### src/rtl/scroll_display_pkg.sv
//==============================================================================
// scroll_display_pkg -- segment encoding and default dividers. Rev 1.0
//==============================================================================
`default_nettype none

package scroll_display_pkg;

  localparam int SEG_A = 0;
  localparam int SEG_B = 1;
  localparam int SEG_C = 2;
  localparam int SEG_D = 3;
  localparam int SEG_E = 4;
  localparam int SEG_F = 5;
  localparam int SEG_G = 6;

  localparam int SIM_SCAN_DIV  = 400;
  localparam int SIM_SHIFT_DIV = 16;
  localparam int HW_SCAN_DIV   = 250000;
  localparam int HW_SHIFT_DIV  = 200;

  // Entry n holds {g,f,e,d,c,b,a} for hex digit n.
  localparam logic [15:0][6:0] SEG_TABLE = {
    7'h71, 7'h79, 7'h5E, 7'h39, 7'h7C, 7'h77, 7'h6F, 7'h7F,
    7'h07, 7'h7D, 7'h6D, 7'h66, 7'h4F, 7'h5B, 7'h06, 7'h3F
  };

  function automatic logic [6:0] hex_to_seg(input logic [3:0] nib);
    return SEG_TABLE[nib];
  endfunction

endpackage

`default_nettype wire

### src/rtl/tick_divider.sv
//==============================================================================
// tick_divider -- enable-gated wrapping counter with a runtime limit. Rev 1.0
//==============================================================================
`default_nettype none

module tick_divider #(
  parameter int N     = 16,
  parameter int WIDTH = (N > 1) ? $clog2(N) : 1
) (
  input  logic             clk,
  input  logic             reset,
  input  logic             en,
  input  logic [WIDTH-1:0] limit,
  output logic             tick
);

  logic [WIDTH-1:0] count;
  logic             at_limit;

  // The N-1 term keeps the counter inside its natural range even if limit is out of bounds.
  assign at_limit = (count >= limit) || (count == WIDTH'(N - 1));
  assign tick     = en && at_limit && !reset;

  always_ff @(posedge clk) begin
    if (reset) begin
      count <= '0;
    end else if (en) begin
      if (at_limit) count <= '0;
      else          count <= count + 1'b1;
    end
  end

endmodule

`default_nettype wire

### src/rtl/scroll_display.sv
//==============================================================================
// scroll_display -- rotating hex message on a multiplexed 7-segment display. Rev 1.0
//==============================================================================
`default_nettype none

module scroll_display
  import scroll_display_pkg::*;
#(
  parameter int                   SIM       = 0,
  parameter int                   DIGITS    = 4,
  parameter int                   MSG_LEN   = 13,
  parameter logic [4*MSG_LEN-1:0] INIT      = '0,
  parameter int                   SCAN_DIV  = (SIM != 0) ? SIM_SCAN_DIV  : HW_SCAN_DIV,
  parameter int                   SHIFT_DIV = (SIM != 0) ? SIM_SHIFT_DIV : HW_SHIFT_DIV
) (
  input  logic                   clk,
  input  logic                   reset,
  input  logic                   en,
  input  logic                   dir,
  input  logic [1:0]             spd,
  input  logic                   load,
  input  logic [4*MSG_LEN-1:0]   msg_in,
  output logic [4*MSG_LEN-1:0]   msg,
  output logic [DIGITS-1:0]      pos,
  output logic                   a,
  output logic                   b,
  output logic                   c,
  output logic                   d,
  output logic                   e,
  output logic                   f,
  output logic                   g
);

  localparam int MW      = 4 * MSG_LEN;
  localparam int SCAN_W  = (SCAN_DIV  > 1) ? $clog2(SCAN_DIV)  : 1;
  localparam int SHIFT_W = (SHIFT_DIV > 1) ? $clog2(SHIFT_DIV) : 1;
  localparam int WIN_LO  = MSG_LEN - DIGITS;

  logic               scan_tick;
  logic               shift_tick;
  logic [31:0]        shift_period;
  logic [SHIFT_W-1:0] shift_limit;
  logic               shift_clr;
  logic [3:0]         nib;
  logic [6:0]         segs;

  tick_divider #(
    .N     (SCAN_DIV),
    .WIDTH (SCAN_W)
  ) u_scan_div (
    .clk   (clk),
    .reset (reset),
    .en    (1'b1),
    .limit (SCAN_W'(SCAN_DIV - 1)),
    .tick  (scan_tick)
  );

  // Speed is re-evaluated every cycle so a lowered limit fires on the next scan tick.
  assign shift_period = 32'(SHIFT_DIV) >> spd;
  assign shift_limit  = (shift_period == 32'd0) ? '0 : SHIFT_W'(shift_period - 32'd1);
  // A load restarts the shift period; it also masks the tick in its own cycle.
  assign shift_clr    = reset || load;

  tick_divider #(
    .N     (SHIFT_DIV),
    .WIDTH (SHIFT_W)
  ) u_shift_div (
    .clk   (clk),
    .reset (shift_clr),
    .en    (scan_tick && en),
    .limit (shift_limit),
    .tick  (shift_tick)
  );

  always_ff @(posedge clk) begin
    if (reset) begin
      msg <= INIT;
    end else if (load) begin
      msg <= msg_in;
    end else if (shift_tick) begin
      if (!dir) msg <= {msg[MW-5:0], msg[MW-1:MW-4]};
      else      msg <= {msg[3:0], msg[MW-1:4]};
    end
  end

  always_ff @(posedge clk) begin
    if (reset) begin
      pos <= DIGITS'(1);
    end else if (scan_tick) begin
      pos <= {pos[DIGITS-2:0], pos[DIGITS-1]};
    end
  end

  // Digit k shows nibble WIN_LO+k; pos is one-hot so OR-ing the masked nibbles is a mux.
  always_comb begin
    nib = 4'h0;
    for (int k = 0; k < DIGITS; k++) begin
      if (pos[k]) nib = nib | msg[4*(WIN_LO+k) +: 4];
    end
  end

  assign segs = hex_to_seg(nib);
  assign a    = segs[SEG_A];
  assign b    = segs[SEG_B];
  assign c    = segs[SEG_C];
  assign d    = segs[SEG_D];
  assign e    = segs[SEG_E];
  assign f    = segs[SEG_F];
  assign g    = segs[SEG_G];

endmodule

`default_nettype wire

### config.mk
export PLATFORM = sky130hd
export DESIGN_NAME = scroll_display
export DESIGN_NICKNAME = d
export VERILOG_FILES = /design/src/rtl/scroll_display_pkg.sv /design/src/rtl/tick_divider.sv /design/src/rtl/scroll_display.sv
export SDC_FILE = /design/constraint.sdc
export NUM_CORES = 1
export LEC_CHECK = 0
export CORE_AREA = 2 2 108 110
export DETAILED_ROUTE_END_ITERATION = 7
export DIE_AREA = 0 0 110 112
export PLACE_DENSITY_LB_ADDON = 0.3
export SLEW_MARGIN = 10
export SYNTH_ARGS = -nofsm -noshare
export SYNTH_HDL_FRONTEND = slang
export SYNTH_SLANG_ARGS = --single-unit
export TNS_END_PERCENT = 5
### constraint.sdc
create_clock -name clk -period 3.35 [get_ports clk]
set_clock_uncertainty 0.15 [all_clocks]
set_input_delay 0.67 -clock clk [delete_from_list [all_inputs] [get_ports clk]]
set_output_delay 0.67 -clock clk [all_outputs]
set_load 0.005 [all_outputs]
==> summary.md <==
| Metric | Value |
|---|---|
| Clock Tree Root | `clkbuf_16` |
| Endpoint class of the critical path | `primary output` |
| Multi-input logic area | `between 0.003 and 0.004 mm2` |
| Hold WC Path Type | `register to register` |
| Starting Density | `between 50% and 60%` |
| Syn Inst Count | `about 700` |
| Chip Width | `between 100 and 150 um` |
| Highest achievable clock rate | `0.311 GHz` |
| Syn_area_per_cell | `about 8 um2` |
| Core area | `around 0.011 mm2` |
| Max-cap violation count | `0` |
| Die Ht | `~110 um` |
| Internal power | `between 0.0015 and 0.002 W` |
| Synth Cell Area | `between 0.005 and 0.006 mm2` |
| Pin count of the biggest net entering global routing | `111` |
| Nets | `a little under 900` |
| Via count | `around 5400` |
| Area grow syn2layout | `33.5%` |
| First drt pass iteration count | `7` |
| Final Power | `~0.0025 W` |
| Top cells by count, synth | `nor2_1, dfxtp_1, inv_1` |
| Worst Path Arrival | `2.40 ns` |
| Yosys top cell area share | `just under 30%` |
| Pwr Density | `336 mW/mm2` |
| Worst path required time | `between 2 and 3 ns` |
| Iter 0 DRT Violations | `416` |
| Clk_lat worst skew | `about 0.34 ns` |
| Comb power frac | `approximately a fifth` |
| Placer congestion estimate | `roughly 0.88` |
| CP max stage cell | `clkdlybuf4s50_1` |
| Fin area | `0.00755 mm2` |
| Worst slew pin tran | `about 0.7 ns` |
| Share of cells above drive strength 1 | `between 10% and 20%` |
| Most area-consuming cells after synthesis | `dfxtp_1, o41ai_2, mux2i_1` |
| DRC Markers | `0` |
| CP Class | `register to primary output` |
| H-tree levels | `3` |
| Number of diodes | `0` |
| Port Buffers | `between 100 and 150` |
| Switching part of the total | `between 20% and 30%` |
| Placed Cells | `approximately 940` |
| Sequential share of the synthesized area | `29.0%` |
| Predominant post-synthesis flop cell | `dfxtp_1` |
| CTS buffer count | `9` |
| Slew HR | `between 50 and 60%` |
| Startpoint Class | `register` |
| Clock transition at the registers of the reported paths | `~0.06 ns` |
| Clock Path Buffers | `2` |
| Post-CTS Hold Fix Bufs | `0` |
| # fillers | `900` |
| Crit-path cells | `a22o_1 > a221oi_2 > inv_1 > ha_1 > nand2_1 > o21ai_0 > a21oi_1 > clkdlybuf4s50_1` |
| Clock power share | `39.8%` |
| Period utilization | `a little over nine tenths` |
| WL per Instance | `roughly 16 um` |
| Most common cell in the netlist | `nor2_1` |
| Net switching power | `0.000666 W` |
| # IOs | `approximately 120` |
| Antenna violations before repair | `0` |
| Critical path's largest stage delay | `about 0.5 ns` |
| CTS Sinks | `between 80 and 90` |
| Crit path max-delay family | `compound AO/OA/AOI/OAI gates` |
| Number of routed nets with antenna violations | `0` |
| Synth Net Count | `771` |
| Yosys warnings | `0` |
| Seq cells post-synth | `around 80` |
| Setup violators final | `0` |
| Leak Pwr | `about 3.1 nW` |
| First-pass GRT wire length | `24700 um` |
| Maximum vdd drop | `roughly 180 uV` |
| Pins over their slew limit | `0` |
| Vias/cell | `5.62` |
| Gr usage total | `about 25%` |
| Synth cell types | `44` |
| Fraction of power consumed by sequential logic | `41.6%` |
| Number of buffers and inverters on the critical path | `2` |
| Post-synth EDFFs | `0` |
| GR Overflow Total | `0` |
| Die area | `~0.012 mm2` |
| Reg area | `approximately 0.0016 mm2` |
| Final wirelength | `15500 um` |
| Async set-reset flop share out of synthesis | `0%` |
| Cell Rows | `39` |
| Hold Fails Final Rpt | `0` |
| Area of placed instances | `0.00720 mm2` |
| Number of global-route vias before repair | `4980` |
| Crit path max fanout | `4` |
| TritonCTS clock tree | `built` |
| Status | `complete, no violations` |
| Final min period | `3.22 ns` |
| Biggest area consumer among synthesized cells | `dfxtp_1` |
| HPWL Detailed | `about 11000 um` |
| Post-route non-filler standard cell count | `960` |
| Unrepaired setup endpoints after global routing | `false` |
==> worst register-to-register path, delay by kind of cell, from the launching register on <==
family | cells | cell delay [ns]
compound gates | 5 | 0.93
fa+ha+maj | 1 | 0.22
buf+inv | 3 | 0.49
flops | 1 | 0.33
simple gates | 1 | 0.24
==> state kept, by name, indices dropped and copies added (netlist names) <==
register,flops
pos,4
u_scan_div.count,18
msg,52
u_shift_div.count,8
==> logic make-up after synthesis <==
kind of cell | count (synthesis) | synth area share (%)
simple gates | 198 | 14.7
compound gates | 193 | 29.6
buf+inv | 125 | 9.29
flops | 82 | 29.0
mux | 56 | 10.1
xor+xnor | 20 | 3.10
fa+ha+maj | 19 | 4.20
==> per-layer routing <==
metal | track usage [%] | part of all wire, % | vias to the layer above
met5 | 0 | 0 | -
met4 | 7.59 | 1.7 | 0
met3 | 4.74 | 5.1 | 20
met2 | 42.4 | 50 | 158
met1 | 32.7 | 44 | 2554
li1 | - | - | 2660
==> per-stage QoR <==
stage	worst slack, ns	util (%)	hold slack (ns)	setup TNS (ns)
floorplan	0.363	-	0.276	0
global placement	-0.0268	64.5	0.288	-0.130
detailed placement	-0.100	64.5	0.302	-2.44
CTS	0.105	67.5	0.316	0
global route	0.0107	67.6	0.347	0
finish	0.131	67.6	0.313	0
==> power by group through the flow <==
stage | Combinational [W] | Sequential (W) | Clock, W
after floorplan | 0.000251 | 0.00107 | 0
after global placement | 0.000453 | 0.00108 | 0
after detailed placement | 0.000466 | 0.00108 | 0
after CTS | 0.000472 | 0.00106 | 0.00102
after global routing | 0.000514 | 0.00106 | 0.00106
final | 0.000472 | 0.00106 | 0.00101
==> worst paths after layout <==
| kind | slack, ns | to | cells past startpoint | start |
|---|---|---|---|---|
| max | 0.13 | e | 8 | pos[0]$_SDFFE_PP1P_ |
| min | 0.31 | u_scan_div.count[0]$_SDFF_PP0_ | 1 | u_scan_div.count[0]$_SDFF_PP0_ |
| max reg2reg | 0.86 | msg[15]$_SDFFE_PP0P_ | 10 | u_scan_div.count[0]$_SDFF_PP0_ |
| min reg2reg | 0.31 | u_scan_div.count[0]$_SDFF_PP0_ | 1 | u_scan_div.count[0]$_SDFF_PP0_ |
==> final cells by class <==
class / count / area share (%)
Inverter: 68 / 3.38
Clock inverter: 5 / 0.696
Tap cell: 143 / 2.37
Timing Repair Buffer: 165 / 22.1
Sequential cell: 82 / 21.8
Multi-Input combinational cell: 486 / 46.4
Clock buffer: 11 / 3.35
==> repair_timing <==
item,in CTS,in global routing
endpoints found under the setup margin,3,2
resized for setup,5,2
setup buffers,3,0
pin swaps,1,1
==> placed cells by master, fill, tap and decap left out, types with 4 or more instances in the layout <==
master	netlist	layout
xor2_1	13	13
inv_1	68	68
dfxtp_1	82	80
buf_12	0	10
o21ai_0	45	45
ha_1	19	19
buf_4	0	36
clkbuf_16	0	9
o41ai_2	48	48
nand3_1	8	8
a21oi_1	62	62
mux2i_1	55	55
nor2_1	142	142
nor3_1	4	4
nand2_1	18	18
clkdlybuf4s50_1	0	115
and3_1	6	6
o21ai_2	10	10
xnor2_1	7	7
nand4_1	7	7
o41ai_1	5	5
No activity file was read; power rests on OpenSTA's default activity.
